File: config.mk
export PLATFORM = sky130hd
export DESIGN_NAME = clkdiv_prog_flat
export DESIGN_NICKNAME = d
export VERILOG_FILES = /design/src/rtl/clkdiv_prog_if.sv /design/src/rtl/clkdiv_prog.sv /design/src/flat_wrapper.sv
export SDC_FILE = /design/constraint.sdc
export NUM_CORES = 1
export LEC_CHECK = 0
export ABC_AREA = 1
export CAP_MARGIN = 40
export CORE_UTILIZATION = 41
export CTS_BUF_LIST = sky130_fd_sc_hd__clkbuf_8 sky130_fd_sc_hd__clkbuf_16
export DETAILED_ROUTE_END_ITERATION = 12
export PLACE_DENSITY = 0.6
export RECOVER_POWER = 100
export SYNTH_ARGS = -nofsm -noshare
export SYNTH_HDL_FRONTEND = slang
export SYNTH_SLANG_ARGS = --single-unit
File: constraint.sdc
create_clock -name clk_i -period 2.6 [get_ports clk_i]
set_clock_uncertainty 0.2 [all_clocks]
set_input_delay 0.52 -clock clk_i [delete_from_list [all_inputs] [get_ports clk_i]]
set_output_delay 0.52 -clock clk_i [all_outputs]
set_load 0.02 [all_outputs]
File: src/rtl/clkdiv_prog_if.sv
// Divide-select handshake bundle between a requester and clkdiv_prog.
// master: drives div_i / div_valid_i and observes div_ready_o.
// slave : the divider, which accepts div_i when div_valid_i && div_ready_o.
interface clkdiv_prog_if #(
  parameter int WIDTH = 4
);
  logic [WIDTH-1:0] div_i;
  logic             div_valid_i;
  logic             div_ready_o;

  modport master (
    output div_i,
    output div_valid_i,
    input  div_ready_o
  );

  modport slave (
    input  div_i,
    input  div_valid_i,
    output div_ready_o
  );
endinterface

File: src/rtl/clkdiv_prog.sv
// Programmable 50%-duty clock divider: clk_o period = 2*(D+1) clk_i cycles, D from a valid/ready port.
// Latency: first clk_o rise D+1 edges after the IDLE->RUN edge; a new D takes effect after the next high->low boundary.
// Backpressure: one pending select is held; div_ready_o stays low until it is applied, so a second offer waits.
// Ports: clk_i/rst_ni (sync active-low), en_i run request, div_if (div_i/div_valid_i/div_ready_o),
//        clk_o divided clock (flop output), tick_o one-cycle pulse on each clk_o rise, running_o high in RUN.
module clkdiv_prog #(
  parameter int WIDTH       = 4,
  parameter int DEFAULT_DIV = 0
) (
  input  logic         clk_i,
  input  logic         rst_ni,
  input  logic         en_i,
  clkdiv_prog_if.slave div_if,
  output logic         clk_o,
  output logic         tick_o,
  output logic         running_o
);

  typedef enum logic {IDLE, RUN} state_t;

  localparam logic [WIDTH-1:0] DIV_RST = WIDTH'(DEFAULT_DIV);

  state_t           state;
  logic [WIDTH-1:0] cnt;
  logic [WIDTH-1:0] div_q;
  logic [WIDTH-1:0] pend_val;
  logic             pend_q;
  logic             phase_end;
  logic             xfer;

  // cnt never exceeds div_q, so cnt+1 cannot wrap even at D = 2^WIDTH-1.
  assign phase_end          = (cnt == div_q);
  assign xfer               = div_if.div_valid_i & ~pend_q;
  assign div_if.div_ready_o = ~pend_q;
  assign running_o          = (state == RUN);

  // A transfer needs pend_q=0 while applying needs pend_q=1, so a value
  // captured at a boundary edge is naturally deferred to the next boundary.
  always_ff @(posedge clk_i) begin
    if (!rst_ni) begin
      state    <= IDLE;
      cnt      <= '0;
      clk_o    <= 1'b0;
      tick_o   <= 1'b0;
      div_q    <= DIV_RST;
      pend_q   <= 1'b0;
      pend_val <= '0;
    end else begin
      tick_o <= 1'b0;

      if (xfer) begin
        pend_q   <= 1'b1;
        pend_val <= div_if.div_i;
      end

      case (state)
        IDLE: begin
          cnt   <= '0;
          clk_o <= 1'b0;
          if (pend_q) begin
            div_q  <= pend_val;
            pend_q <= 1'b0;
          end
          if (en_i) begin
            state <= RUN;
          end
        end

        RUN: begin
          if (phase_end) begin
            cnt <= '0;
          end else begin
            cnt <= cnt + WIDTH'(1);
          end

          if (!clk_o) begin
            // Low phase: a stop request truncates it immediately, no high pulse.
            if (!en_i) begin
              state <= IDLE;
              cnt   <= '0;
            end else if (phase_end) begin
              clk_o  <= 1'b1;
              tick_o <= 1'b1;
            end
          end else if (phase_end) begin
            // High->low boundary: the only point where D changes or RUN ends,
            // so a high phase is never cut short.
            clk_o <= 1'b0;
            if (pend_q) begin
              div_q  <= pend_val;
              pend_q <= 1'b0;
            end
            if (!en_i) begin
              state <= IDLE;
            end
          end
        end

        default: state <= IDLE;
      endcase
    end
  end

endmodule

File: src/flat_wrapper.sv
// flat-port wrapper written by rule: the top's interface ports become plain ports
module clkdiv_prog_flat 
#(
  parameter int WIDTH       = 4,
  parameter int DEFAULT_DIV = 0
)
  (clk_i, rst_ni, en_i, clk_o, tick_o, running_o, div_if_div_i, div_if_div_valid_i, div_if_div_ready_o);
  clkdiv_prog_if #(.WIDTH(WIDTH)) div_if_i ();
  input  logic clk_i;
  input  logic rst_ni;
  input  logic en_i;
  output logic clk_o;
  output logic tick_o;
  output logic running_o;
  input wire logic [$bits(div_if_i.div_i)-1:0] div_if_div_i;
  input wire logic [$bits(div_if_i.div_valid_i)-1:0] div_if_div_valid_i;
  output wire logic [$bits(div_if_i.div_ready_o)-1:0] div_if_div_ready_o;
  assign div_if_i.div_i = div_if_div_i;
  assign div_if_i.div_valid_i = div_if_div_valid_i;
  assign div_if_div_ready_o = div_if_i.div_ready_o;
  clkdiv_prog #(.WIDTH(WIDTH), .DEFAULT_DIV(DEFAULT_DIV)) u_core (.clk_i(clk_i), .rst_ni(rst_ni), .en_i(en_i), .div_if(div_if_i), .clk_o(clk_o), .tick_o(tick_o), .running_o(running_o));
endmodule
# Word-level counts from Yosys, hierarchy flattened

Cells that the tools add are included.

Bits in registers: 16
Bits of input ports: 8
Output and inout port bits: 4
Logic and storage cells: 39

Add/sub/neg operators: 1
Equality and inequality tests: 3
Muxes and demuxes: 22
Bitwise gates (word level): 4
Reduce and logical (&&, ||, !) cells: 2

Operators by type and width:

| kind                                                   | count |
|---|---|
| two-way mux 4 bit                                      | 6 |
| one-hot mux 4 bit (2 select lines)                     | 2 |
| two-way mux 1 bit                                      | 11 |
| one-hot mux 1 bit (2 select lines)                     | 3 |
| adder 4 x 1 -> 4 bit (second input constant)           | 1 |
| equality test 4 bit                                    | 1 |
| NOT 1 bit                                              | 3 |
| OR reduction 3 bit                                     | 1 |
| inequality test 2 x 1 -> 1 bit (second input constant) | 1 |
| inequality test 2 bit (second input constant)          | 1 |
| AND reduction 2 bit                                    | 1 |
| AND 1 bit                                              | 1 |

# Depth between registers and ports, before layout

Gate-level depths: netlist of run 1.

Depth after elaboration: 7
Depth in mapped cells: 9
Depth with buffers taken out: 9

# Worst setup path after synthesis of run 1

No wires, ideal clock.

Path kind: reg2reg
Start: register u_core.cnt[0]
End: register u_core.div_q[0]
Library setup time: 0.115 ns
Data arrival time: 0.968 ns
Data required time: 2.285 ns
Slack: 1.317 ns
Cell stages (with the launch flop): 10
Buffers on the path: 0
Period minus slack after synthesis: 1.283 ns
Cells stage by stage: dfxtp_1 inv_1 nand2_1 nand2_1 nor2_2 nand2_2 nand2_2 nand4_1 nand2_1 nor2_1

Word-level cells in the longest chain between the ends: 3

Ends and longest elaborated chain:

| what                                   | line              | text |
|---|---|---|
| start, declared                        | clkdiv_prog.sv:24 | `logic [WIDTH-1:0] cnt;` |
| start signal, assigned                 | clkdiv_prog.sv:73 | `cnt <= cnt + WIDTH'(1);` |
| equality test 4 bit                    | clkdiv_prog.sv:32 | `assign phase_end = (cnt == div_q);` |
| inequality test 2 bit (no source line) | n/a               |  |
| AND reduction 2 bit (no source line)   | n/a               |  |
| end signal, assigned                   | clkdiv_prog.sv:61 | `div_q <= pend_val;` |
| end signal, assigned                   | clkdiv_prog.sv:90 | `div_q <= pend_val;` |
| end, declared                          | clkdiv_prog.sv:25 | `logic [WIDTH-1:0] div_q;` |

No other way between the ends.
A chain may end at the register's enable or synchronous reset.

# Worst setup path in the final report of run 1

Start: register u_core.pend_q
End: output div_if_div_ready_o

Word-level cells in the longest chain between the ends: 1

Ends and longest elaborated chain:

| what                   | line               | text |
|---|---|---|
| start, declared        | clkdiv_prog.sv:27  | `logic pend_q;` |
| start signal, assigned | clkdiv_prog.sv:46  | `pend_q <= 1'b0;` |
| start signal, assigned | clkdiv_prog.sv:52  | `pend_q <= 1'b1;` |
| start signal, assigned | clkdiv_prog.sv:62  | `pend_q <= 1'b0;` |
| NOT 1 bit              | clkdiv_prog.sv:34  | `assign div_if.div_ready_o = ~pend_q;` |
| end, declared          | flat_wrapper.sv:17 | `output wire logic [$bits(div_if_i.div_ready_o)-1:0] div_if_div_ready_o;` |

No other way between the ends.

==> impl_metrics.tcl, run 1 <==
set metrics [dict create \
    synth_top_area_share_pct 45.1 \
    synth-main-ff-cell "dfxtp_1" \
    path_cells "inv_1, dlygate4sd3_1" \
    cp_max_fo 11 \
    initial_core_util_pct 45.5 \
    dp_cells 121 \
    drive_above_1_share_pct 6.48 \
    setup_tns_ns 0 \
    crit_arrival_ns 1.51 \
    fin_util_pct 55.1 \
    setup_viol 0 \
    drv_cap 0 \
    clockRootBuffer "clkbuf_8" \
    grt_pass1_vias 495 \
    syn_area_sq_um 709 \
    synth_commonest_cells "nand2_1 (20), dfxtp_1 (16), inv_1 (16)" \
    synthTopCellsByArea "dfxtp_1 (45%), nand2_1 (11%), inv_1 (8.5%)" \
    yosys_warnings 0 \
    async_flop_share_pct 0 \
    cts.clk_slew.worst_paths_ns 0.05 \
    dr.pass1.iters 3 \
    hold_class "reg2reg" \
    report.final.slew_viol_count 0 \
    post-dp-hpwl_microns 991 \
    cpPeakStageDelay_ns 0.66 \
    design.core.area_sq_mm 0.00156 \
    synth-edff-count 0 \
    overflow 0 \
    setup.worst_path.start_class "flip-flop" \
    p_leak_nw 0.362 \
    yosysSeqAreaShare_pct 45.1 \
    numCtsBuffers 3 \
    final_cells 124 \
    timing.final.crit_share_pct 85.8 \
    p_per_area_mw_per_mm2 606 \
    syn_to_final_growth_pct 21.2 \
    yosysTopAreaCell "dfxtp_1" \
    final_cell_area_sq_um 860 \
    crit_path_start "u_core.pend_q" \
    die_x_microns 43.6 \
    synth-seq-cells 16 \
    rr_startpoint "u_core.cnt[0]" \
    slew_headroom_pct 77.0 \
    clk_latency_ns 0.24 \
    fmax_mhz 448 \
    rows 14 \
    final_nets 119 \
    cts_setup_buffers 0 \
    cts_tree "yes" \
    route.detailed.drc 0 \
    status "completed" \
    hold_buffers 0 \
    io_buffer_count 11 \
    wire_per_inst_microns 9.94 \
    min_from "u_core.pend_val[2]" \
    drtIter0Drc 4 \
    viasPerCell 4.75 \
    power_mw 0.521 \
    synth_cell_types 19 \
    ioPinCount 12 \
    clock_sinks 16 \
    synth.net_count 105 \
    synthCells 96 \
    antenna_found_initial 0 \
    cts-resized-gates 0 \
    grt_pass1_wl_mm 2.13 \
    die_area_sq_mm 0.00190 \
    ir_worst_vdd_uv 372 \
    fill_cells 156 \
    routed_wl_mm 1.23 \
    gr-usage-all-layers_pct 15.3 \
    path_class "reg2out" \
    rsz0062_at_grt "false" \
    required_ns 1.88 \
    post_dp_cell_area_sq_um 831 \
    antenna_cells 0 \
    tightest_slew_ns 0.345 \
    slowest_stage "dlygate4sd3_1" \
    h-tree-depth 1 \
    via_count 589 \
    route.antenna.remaining_nets 0 \
    clk_path_buf_depth 2 \
    grt_max_degree 12 \
    yosysMostFrequentCell "nand2_1" \
    gp_congestion 0.727 \
    fp.dieH_microns 43.6 \
    period_needed_ns 2.23 \
    postSynthAreaPerCell_sq_um 7.39 \
    endpoint_kind "output port" \
    hold_violations 0 \
]
==> where the power goes <==
group | switching, mW | internal, mW | total [mW]
Clock | 0.0735 | 0.102 | 0.176
Combinational | 0.0415 | 0.0326 | 0.0742
Sequential | 0.0114 | 0.260 | 0.271
Total | 0.126 | 0.395 | 0.521
==> area by class of cell <==
cell class / instances / area (sq um) / share of cell area, %
Sequential cell: 16 / 320 / 37.3
Multi-Input combinational cell: 62 / 308 / 35.8
Timing Repair Buffer: 11 / 110 / 12.8
Tap cell: 16 / 20.0 / 2.33
Clock buffer: 3 / 41.3 / 4.80
Inverter: 16 / 60.1 / 6.99
==> worst paths after layout <==
| path | slack (ns) | depth (start not counted) | to |
|---|---|---|---|
| max | 0.37 | 2 | div_if_div_ready_o |
| min | 0.25 | 2 | u_core.pend_val[2] |
| max reg2reg | 1.03 | 9 | u_core.div_q[2] |
| min reg2reg | 0.25 | 2 | u_core.pend_val[2] |
==> placed cells by master, fill, tap and decap left out <==
cell	synthesis	layout
a21oi_1	9	9
clkbuf_8	0	3
nand3_1	2	2
xnor2_1	1	1
inv_1	16	16
dlygate4sd3_1	0	5
clkdlybuf4s50_1	0	6
nand3_2	1	1
nand2_2	4	2
o21ai_0	5	6
nand4_1	5	5
dfxtp_1	16	16
o211ai_1	0	1
nor2_1	9	10
nand2_1	20	22
xor2_1	1	1
ha_1	1	1
nor2_4	1	1
==> cell families after synthesis <==
logic type | share of synthesized area (%)
xor+xnor | 2.47
flops | 45.2
simple gates | 28.6
buf+inv | 9.70
fa+ha+maj | 1.76
compound gates | 12.3
==> metal layers <==
layer	vias up	global-route usage, %	routed length (microns)
met1	251	19.9	611
li1	326	-	-
met5	-	0	0
met3	2	3.75	44
met4	0	7.50	15
met2	10	23.6	560
==> state kept, by name (all words and copies together), names as in the netlist <==
name	count
u_core.clk_o	1
u_core.cnt	4
u_core.div_q	4
u_core.pend_q	1
u_core.pend_val	4
u_core.running_o	1
u_core.tick_o	1
==> stage by stage <==
step	hold slack, ns	worst slack (ns)
after global routing	0.292	0.290
after CTS	0.263	0.481
after floorplan	0.230	1.32
after global placement	0.251	0.693
final	0.255	0.370
after detailed placement	0.255	0.651
==> critical path: cells and delay by family (launching register included) <==
kind	cells	cell delay, ns
buffers and inverters	2	0.76
DFF	1	0.52
Power figures use the tool's default switching activity.
==> inputs of run 2 (changes only) <==
--- a/config.mk
+++ b/config.mk
@@ -6,7 +6,7 @@
 export NUM_CORES = 1
 export LEC_CHECK = 0
 export ABC_AREA = 1
-export CAP_MARGIN = 40
+export CAP_MARGIN = 20
 export CORE_UTILIZATION = 41
 export CTS_BUF_LIST = sky130_fd_sc_hd__clkbuf_8 sky130_fd_sc_hd__clkbuf_16
 export DETAILED_ROUTE_END_ITERATION = 12
==> constraint.sdc (replaced) <==
create_clock -name clk_i -period 2.6 [get_ports clk_i]
set_clock_uncertainty 0.2 [all_clocks]
set_input_delay 0.52 -clock clk_i [delete_from_list [all_inputs] [get_ports clk_i]]
set_output_delay 0.52 -clock clk_i [all_outputs]
set_load 0.01 [all_outputs]
==> impl_metrics.tcl, run 2 (synthesis results as in run 1) <==
set metrics [dict create \
    reg.largest.list "u_core.cnt x4, u_core.div_q x4, u_core.pend_val x4" \
    setup.worst_path.start_class "flip-flop" \
    die_area_sq_mm 0.00190 \
    post-dp-hpwl_microns 988 \
    clk_path_buf_depth 2 \
    hold_violations 0 \
    final_common_cell "nand2_1" \
    hold_class "reg2reg" \
    clk_latency_ns 0.25 \
    cts.clk_slew.worst_paths_ns 0.06 \
    final_cell_mix "nand2_1 (21), inv_1 (16), dfxtp_1 (16), nor2_1 (10), a21oi_1 (9)" \
    whs_ns 0.253 \
    design.core.area_sq_mm 0.00156 \
    timing.final.crit_share_pct 83.8 \
    p_switching_mw 0.134 \
    antenna_cells 0 \
    multi_input_area_sq_um 310 \
    gr-usage-all-layers_pct 15.3 \
    rsz0062_at_grt "false" \
    path_cells "inv_1, dlygate4sd3_1" \
    fin_util_pct 56.2 \
    initial_core_util_pct 45.5 \
    slew_headroom_pct 78.4 \
    io_buffer_count 11 \
    final_nets 119 \
    hold_buffers 0 \
    antenna_found_initial 0 \
    ioPinCount 12 \
    p_int_mw 0.427 \
    via_count 619 \
    fp.dieH_microns 43.6 \
    report.final.slew_viol_count 0 \
    viasPerCell 4.95 \
    slowest_stage "dlygate4sd3_1" \
    rows 14 \
    fill_cells 150 \
    endpoint_kind "output port" \
    cts_tree "yes" \
    required_ns 1.88 \
    setup_tns_ns 0 \
    cts-resized-gates 0 \
    tightest_slew_ns 0.322 \
    route.detailed.drc 0 \
    period_needed_ns 2.18 \
    h-tree-depth 1 \
    grt_max_degree 12 \
    path_class "reg2out" \
    p_leak_nw 0.369 \
    wire_per_inst_microns 9.90 \
    pwr-share-comb_pct 13.1 \
    drtIter0Drc 4 \
    fmax_mhz 459 \
    clockRootBuffer "clkbuf_8" \
    swShare_pct 24.0 \
    clkPwrFrac_pct 38.7 \
    syn_to_final_growth_pct 23.5 \
    cp_max_fo 11 \
    dr.pass1.iters 4 \
    cts_setup_buffers 0 \
    register_area_sq_um 320 \
    grt_pass1_vias 504 \
    die_x_microns 43.6 \
    drv_cap 0 \
    cpPeakStageDelay_ns 0.61 \
    routed_wl_mm 1.24 \
    clock_sinks 16 \
    route.antenna.remaining_nets 0 \
    ir_worst_vdd_uv 273 \
    crit_arrival_ns 1.46 \
    setup_viol 0 \
    pwr-share-seq_pct 48.2 \
    numCtsBuffers 3 \
    gp_congestion 0.729 \
    overflow 0 \
    status "completed" \
    p_per_area_mw_per_mm2 641 \
    drive_above_1_share_pct 8.26 \
    grt_pass1_wl_mm 2.08 \
]
[run 2: cell count changes in the layout (fill, tap and decap cells not counted)]
| cell | change |
|---|---|
| nand2_1 | -1 |
| nand2_2 | +1 |
| clkbuf_8 | +1 |
[run 2: worst paths after layout]
path | start | cells after the start | slack, ns | endpoint
setup / recovery | u_core.pend_q | 2 | 0.42 | div_if_div_ready_o
setup reg to reg | u_core.cnt[0] | 9 | 1.02 | u_core.div_q[2]
hold / removal | u_core.pend_val[3] | 2 | 0.25 | u_core.pend_val[3]
hold reg to reg | u_core.pend_val[3] | 2 | 0.25 | u_core.pend_val[3]
[run 2: power groups by stage]
stage	Combinational [mW]	Clock [mW]	Sequential (mW)
floorplan	0.0554	0	0.272
global placement	0.0778	0	0.276
detailed placement	0.0789	0	0.276
CTS	0.0792	0.222	0.271
global route	0.0842	0.236	0.273
finish	0.0734	0.217	0.270
[run 2: stage by stage]
| stage | instances | setup slack (ns) | total power [mW] | instance area (sq um) |
|---|---|---|---|---|
| global route | 125 | 0.328 | 0.592 | 876 |
| detailed placement | 121 | 0.641 | 0.355 | 831 |
| global placement | 121 | 0.694 | 0.354 | 831 |
| finish | 125 | 0.420 | 0.561 | 876 |
| floorplan | 96 | 1.32 | 0.328 | 709 |
| CTS | 125 | 0.532 | 0.572 | 886 |
[run 2: cell type report]
cell class / instances / area share, %
Multi-Input combinational cell: 62 / 35.4
Sequential cell: 16 / 36.6
Inverter: 16 / 6.86
Timing Repair Buffer: 11 / 12.6
Clock buffer: 4 / 6.29
Tap cell: 16 / 2.29
[run 2: worst max-delay path: cells and delay by family, from the launching register on]
family	cells	cell delay [ns]
buf+inv	2	0.70
flops	1	0.51
[run 2: routing by layer]
metal / vias up / GRT usage (%) / part of all wire, %
met3: 2 / 6.25 / 3.4
met4: 0 / 7.50 / 0.73
met1: 277 / 17.7 / 47
met2: 11 / 24.5 / 49
met5: - / 0 / 0
li1: 329 / - / -
